==> src/rtl/frame_bram_scheduler.sv <==
// Frame BRAM scheduler: shares one single-port frame BRAM between the
// edge-detection engine and the video pixel reader. A frame-level phase
// machine (idle/process/pending/display) decides who owns the port; reads
// return to their requester after exactly two cycles, and video gets a fill
// colour when it is not served from RAM.
// Optional feature: define FRAME_SCHED_ADDR_GUARD_EN to block out-of-range
// accesses (address >= NPIX) and raise a sticky addr_err.
module frame_bram_scheduler #(
  parameter int unsigned   AW   = 19,
  parameter int unsigned   DW   = 8,
  parameter int unsigned   NPIX = 307200,
  parameter logic [DW-1:0] FILL = 8'hFF
) (
  input  logic          clk,
  input  logic          rst,
  input  logic          start,
  input  logic          proc_done,
  input  logic          vid_frame_start,
  input  logic          vid_req,
  input  logic [AW-1:0] vid_addr,
  output logic          vid_rvalid,
  output logic [DW-1:0] vid_rdata,
  input  logic          proc_req,
  input  logic          proc_we,
  input  logic [AW-1:0] proc_addr,
  input  logic [DW-1:0] proc_wdata,
  output logic          proc_gnt,
  output logic          proc_rvalid,
  output logic [DW-1:0] proc_rdata,
  output logic          ram_en,
  output logic          ram_we,
  output logic [AW-1:0] ram_addr,
  output logic [DW-1:0] ram_wdata,
  input  logic [DW-1:0] ram_rdata,
  output logic [1:0]    phase,
  output logic          addr_err
);

  typedef enum logic [1:0] {
    PhIdle = 2'd0,
    PhProc = 2'd1,
    PhPend = 2'd2,
    PhDisp = 2'd3
  } phase_e;

  phase_e phase_q, phase_d;

  logic vid_owns, vid_oob, proc_oob, vid_issue, proc_issue;

  logic          ram_en_d, ram_we_d;
  logic [AW-1:0] ram_addr_d;
  logic [DW-1:0] ram_wdata_d;

  // Two-stage return pipeline; video and engine may both have a read
  // accepted in the same cycle (engine in PROC, video answered with fill).
  logic s1_vid_v, s1_vid_fill, s1_proc_v, s1_proc_fill;
  logic s2_vid_v, s2_vid_fill, s2_proc_v, s2_proc_fill;

  // Phase next-state logic
  always_comb begin
    phase_d = phase_q;
    unique case (phase_q)
      PhIdle: if (start) phase_d = PhProc;
      PhProc: if (proc_done) phase_d = PhDisp;
      PhDisp: if (start) phase_d = vid_frame_start ? PhProc : PhPend;
      PhPend: if (vid_frame_start) phase_d = PhProc;
      default: phase_d = PhIdle;
    endcase
  end

  // Phase state register
  always_ff @(posedge clk) begin
    if (rst) phase_q <= PhIdle;
    else     phase_q <= phase_d;
  end

  assign phase    = phase_q;
  assign vid_owns = (phase_q == PhDisp) || (phase_q == PhPend);
  assign proc_gnt = ~rst & proc_req & ((phase_q == PhProc) | (vid_owns & ~vid_req));

`ifdef FRAME_SCHED_ADDR_GUARD_EN
  localparam logic [AW:0] NpixW = (AW + 1)'(NPIX);

  assign vid_oob  = {1'b0, vid_addr} >= NpixW;
  assign proc_oob = {1'b0, proc_addr} >= NpixW;

  // Sticky out-of-range flag, cleared only by reset
  always_ff @(posedge clk) begin
    if (rst)                                          addr_err <= 1'b0;
    else if ((vid_req & vid_oob) | (proc_gnt & proc_oob)) addr_err <= 1'b1;
  end
`else
  assign vid_oob  = 1'b0;
  assign proc_oob = 1'b0;
  assign addr_err = 1'b0;
`endif

  assign vid_issue  = vid_req & vid_owns & ~vid_oob;
  assign proc_issue = proc_gnt & ~proc_oob;

  // RAM port next-state: at most one of vid_issue/proc_issue is ever set
  always_comb begin
    ram_en_d    = vid_issue | proc_issue;
    ram_we_d    = proc_issue & proc_we;
    ram_addr_d  = '0;
    ram_wdata_d = '0;
    if (vid_issue) begin
      ram_addr_d = vid_addr;
    end else if (proc_issue) begin
      ram_addr_d = proc_addr;
      if (proc_we) ram_wdata_d = proc_wdata;
    end
  end

  // RAM port and return pipeline registers
  always_ff @(posedge clk) begin
    if (rst) begin
      ram_en       <= 1'b0;
      ram_we       <= 1'b0;
      ram_addr     <= '0;
      ram_wdata    <= '0;
      s1_vid_v     <= 1'b0;
      s1_vid_fill  <= 1'b0;
      s1_proc_v    <= 1'b0;
      s1_proc_fill <= 1'b0;
      s2_vid_v     <= 1'b0;
      s2_vid_fill  <= 1'b0;
      s2_proc_v    <= 1'b0;
      s2_proc_fill <= 1'b0;
    end else begin
      ram_en       <= ram_en_d;
      ram_we       <= ram_we_d;
      ram_addr     <= ram_addr_d;
      ram_wdata    <= ram_wdata_d;
      s1_vid_v     <= vid_req;
      s1_vid_fill  <= ~vid_issue;
      s1_proc_v    <= proc_gnt & ~proc_we;
      s1_proc_fill <= proc_oob;
      s2_vid_v     <= s1_vid_v;
      s2_vid_fill  <= s1_vid_fill;
      s2_proc_v    <= s1_proc_v;
      s2_proc_fill <= s1_proc_fill;
    end
  end

  // Return data mux; RAM data is valid in the same cycle as stage 2
  always_comb begin
    vid_rvalid  = s2_vid_v;
    proc_rvalid = s2_proc_v;
    vid_rdata   = '0;
    proc_rdata  = '0;
    if (s2_vid_v)  vid_rdata  = s2_vid_fill  ? FILL : ram_rdata;
    if (s2_proc_v) proc_rdata = s2_proc_fill ? FILL : ram_rdata;
  end

endmodule
==> config.mk <==
export PLATFORM = sky130hd
export DESIGN_NAME = frame_bram_scheduler
export DESIGN_NICKNAME = d
export VERILOG_FILES = /design/src/rtl/frame_bram_scheduler.sv
export SDC_FILE = /design/constraint.sdc
export NUM_CORES = 1
export LEC_CHECK = 0
export ABC_AREA = 1
export CAP_MARGIN = 20
export CORE_ASPECT_RATIO = 0.7
export CORE_UTILIZATION = 29
export DETAILED_ROUTE_END_ITERATION = 10
export GPL_TIMING_DRIVEN = 0
export PLACE_DENSITY_LB_ADDON = 0.25
export SETUP_SLACK_MARGIN = 0.3
export SLEW_MARGIN = 40
export SYNTH_ARGS = -nofsm -noshare
export SYNTH_HDL_FRONTEND = slang
export SYNTH_SLANG_ARGS = --single-unit
export TNS_END_PERCENT = 100
==> constraint.sdc <==
create_clock -name clk -period 1.16 [get_ports clk]
set_clock_uncertainty 0.2 [all_clocks]
set_input_delay 0.232 -clock clk [delete_from_list [all_inputs] [get_ports clk]]
set_output_delay 0.232 -clock clk [all_outputs]
set_load 0.03 [all_outputs]
==> out/metrics.cfg <==
[sta]
maxSlewViolCount = 0
fmax_ghz = 0.603
hold_viol = 4
rsz0062_at_grt = true
tightest_slew_ns = 0.591
finalCritPeriodShare_pct = 143
hold_slack_ns = -0.0248
setup_ws_ns = -0.497
period_minus_slack_ns = 1.66
setup_viol_count_final = 82
timing.max_slew.rel_slack_pct = 60.6
setup-tns-final_ns = -17.06

[finish]
most-common-layout-cells = 55 x buf_6, 54 x clkdlybuf4s50_1, 30 x dfxtp_2
final_core_util_pct = 79.0
area_delta_synth_final_pct = 151
final_nets = 396
final_cells = 390
final_layout_size_suffix_gt1_share_pct = 60.6
fillerInstances = 317
layout_commonest_cell = buf_6
antenna-diode-count = 0

[pwr]
power_density_nw_per_um2 = 1080
ir_drop_mv = 0.550
sw_frac_of_total_pct = 33.6
power.internal_uw = 2550
total_power_uw = 3830
p_leak_uw = 0.00157
p_seq_share_pct = 38.0
power.switching_uw = 1290
p_comb_share_pct = 38.5
pwr-share-clk_pct = 23.5

[yosys]
synthesis.nets = 258
syn_avg_cell_area_um2 = 7.24
synthCells = 196
ys_seq_area_share_pct = 52.2
ys_seq_elements = 37
yosysWarningCount = 0
synth_cell_types = 17
synthesis.area_um2 = 1420

[global_route]
first_global_vias = 1575
antenna_found_initial = 0
grt_busiest_layer = met2
grt_pass1_wl_um = 6840
grt_max_degree = 13
gr-usage-all-layers_pct = 17.6
grt_use_met2_pct = 30.5
grt_util_met1_pct = 19.2
grtUsageMet3_pct = 8.84
grt_overflow = 0

[routing]
ant_nets = 0
dr.pass1.iters = 3
drt_iter0_drc = 19
drc_errors = 0
wl_um = 4790
wl_per_cell_um = 12.3
vias = 1669
vias_per_cell = 4.28

[setup_path]
cp_max_fo = 3
rr_startpoint = phase[1]$_SDFFE_PP0P_
r2r_cells = 9
reg2reg_to = ram_addr[16]$_SDFF_PP0_
worst-r2r-setup-slack_ns = -0.35
crit_arrival_ns = 1.23
worst_ep_required_time_ns = 0.73
crit_type = flip-flop to primary output
end_kind = primary output
crit_path_start_kind = flip-flop

[die]
placementRows = 20
die_y_um = 60.5
die_w_um = 85.6
core-area_um2 = 4500
num_io_pins = 113
dieArea_um2 = 5180
initial_utilization_pct = 31.5

[clock_network]
cts_buffers = 5
clock_latency_ns = 0.29
clock_sinks = 37
cts_tree = yes
clk_root_buffer_cell = clkbuf_8
clock_path_buffers = 2
htree_levels = 2
clkTransAtPathRegs_ns = 0.07

[placed_design]
dp_hpwl_um = 3120
dp.cells = 361
gp_congestion = 0.772
dp_slack_ns = -1.19
io_buffers = 110

[outcome]
run_status = complete, but fails checks
violations = negative hold slack, negative setup slack

[hold_path]
hp-class = input pin to flip-flop
holdPathEnd = ram_addr[14]$_SDFF_PP0_
holdPathStages = 2
worstHoldStart = rst

[run]
max_cap_violations = 0

-- metal layers --
metal,routed length [um],part of all wire (%),vias to the layer above
li1,-,-,858
met1,1870,39,737
met2,2400,50,67
met3,455,9.5,7
met4,61,1.3,0
met5,0,0,-
-- sequential cells by signal (all words and copies together) (netlist names) --
name	cells
s2_vid_fill	1
proc_rvalid	1
ram_we	1
vid_rvalid	1
s1_vid_fill	1
ram_wdata	8
s1_proc_v	1
phase	2
s1_vid_v	1
ram_en	1
ram_addr	19
-- how the worst max path moves through the flow --
| stage | startpoint | endpoint | slack (ns) | depth (start not counted) |
|---|---|---|---|---|
| 3_5_place_dp | vid_req | proc_gnt | -1.19 | 8 |
| 2_1_floorplan | vid_rvalid$_SDFF_PP0_ | vid_rdata[0] | -0.25 | 2 |
| 5_1_grt | phase[1]$_SDFFE_PP0P_ | proc_gnt | -0.54 | 6 |
| 4_1_cts | phase[1]$_SDFFE_PP0P_ | proc_gnt | -0.49 | 7 |
| 3_3_place_gp | vid_req | proc_gnt | -1.20 | 8 |
| 6_report | phase[1]$_SDFFE_PP0P_ | proc_gnt | -0.50 | 6 |
-- critical path, stage by stage, from the launching register on --
cell,delay [ns]
dfxtp_4,0.37
nor2_4,0.14
nor2_4,0.06
nand2_4,0.08
inv_4,0.04
buf_12,0.11
buf_8,0.12
-- power groups by stage --
stage	combinational [uW]	clock (uW)	sequential, uW
floorplan	421	0	1650
global placement	1080	0	1480
detailed placement	1080	0	1480
CTS	1280	927	1460
global route	1580	987	1470
finish	1470	901	1460
-- area by class of cell --
type,instances,area (um2),area share [%]
well taps,55,68.8,1.93
repair buffers,130,1390,38.9
plain buffers,10,139,3.90
flip-flops and latches,37,793,22.3
clock buffers,6,72.6,2.04
inverters,30,161,4.53
clock inverters,2,12.5,0.351
multi-input cells,120,927,26.0
-- per-stage QoR --
stage          area (um2)  hold slack (ns)
3_3_place_gp         2870            0.189
4_1_cts              3260          -0.0278
5_1_grt              3560          -0.0172
6_report             3560          -0.0248
3_5_place_dp         2870            0.191
2_1_floorplan        1700            0.104
-- cells in the mapped netlist (all sizes together) --
master  number  area, um2
nand2       55        219
dfxtp       37        741
nor2        36        140
inv         30        113
a21oi       21        105
buf          6       50.0
clkbuf       4       15.0
nand3        2       10.0
nor3         2       10.0
conb         1       3.75
nand3b       1       7.51
o21ai        1       5.00
-- logic make-up (layout without fill, tap and decap cells) --
kind of cell | Yosys count | after routing | synth area share, %
buffers and inverters | 40 | 178 | 12.5
AOI/OAI and AO/OA | 22 | 22 | 7.76
DFF | 37 | 37 | 52.2
and+or+nand+nor | 96 | 97 | 27.2
other | 1 | 1 | 0.264
-- what timing repair did --
action | CTS | global route
endpoints found under the hold margin | 4 | 3
buffers inserted | 12 | 7
resized for setup | 386 | 60
gates cloned | 1 | 1
setup endpoints to repair | 83 | 83
pin swaps | 4 | 6
Note: power is estimated with default switching activity, not from simulation.
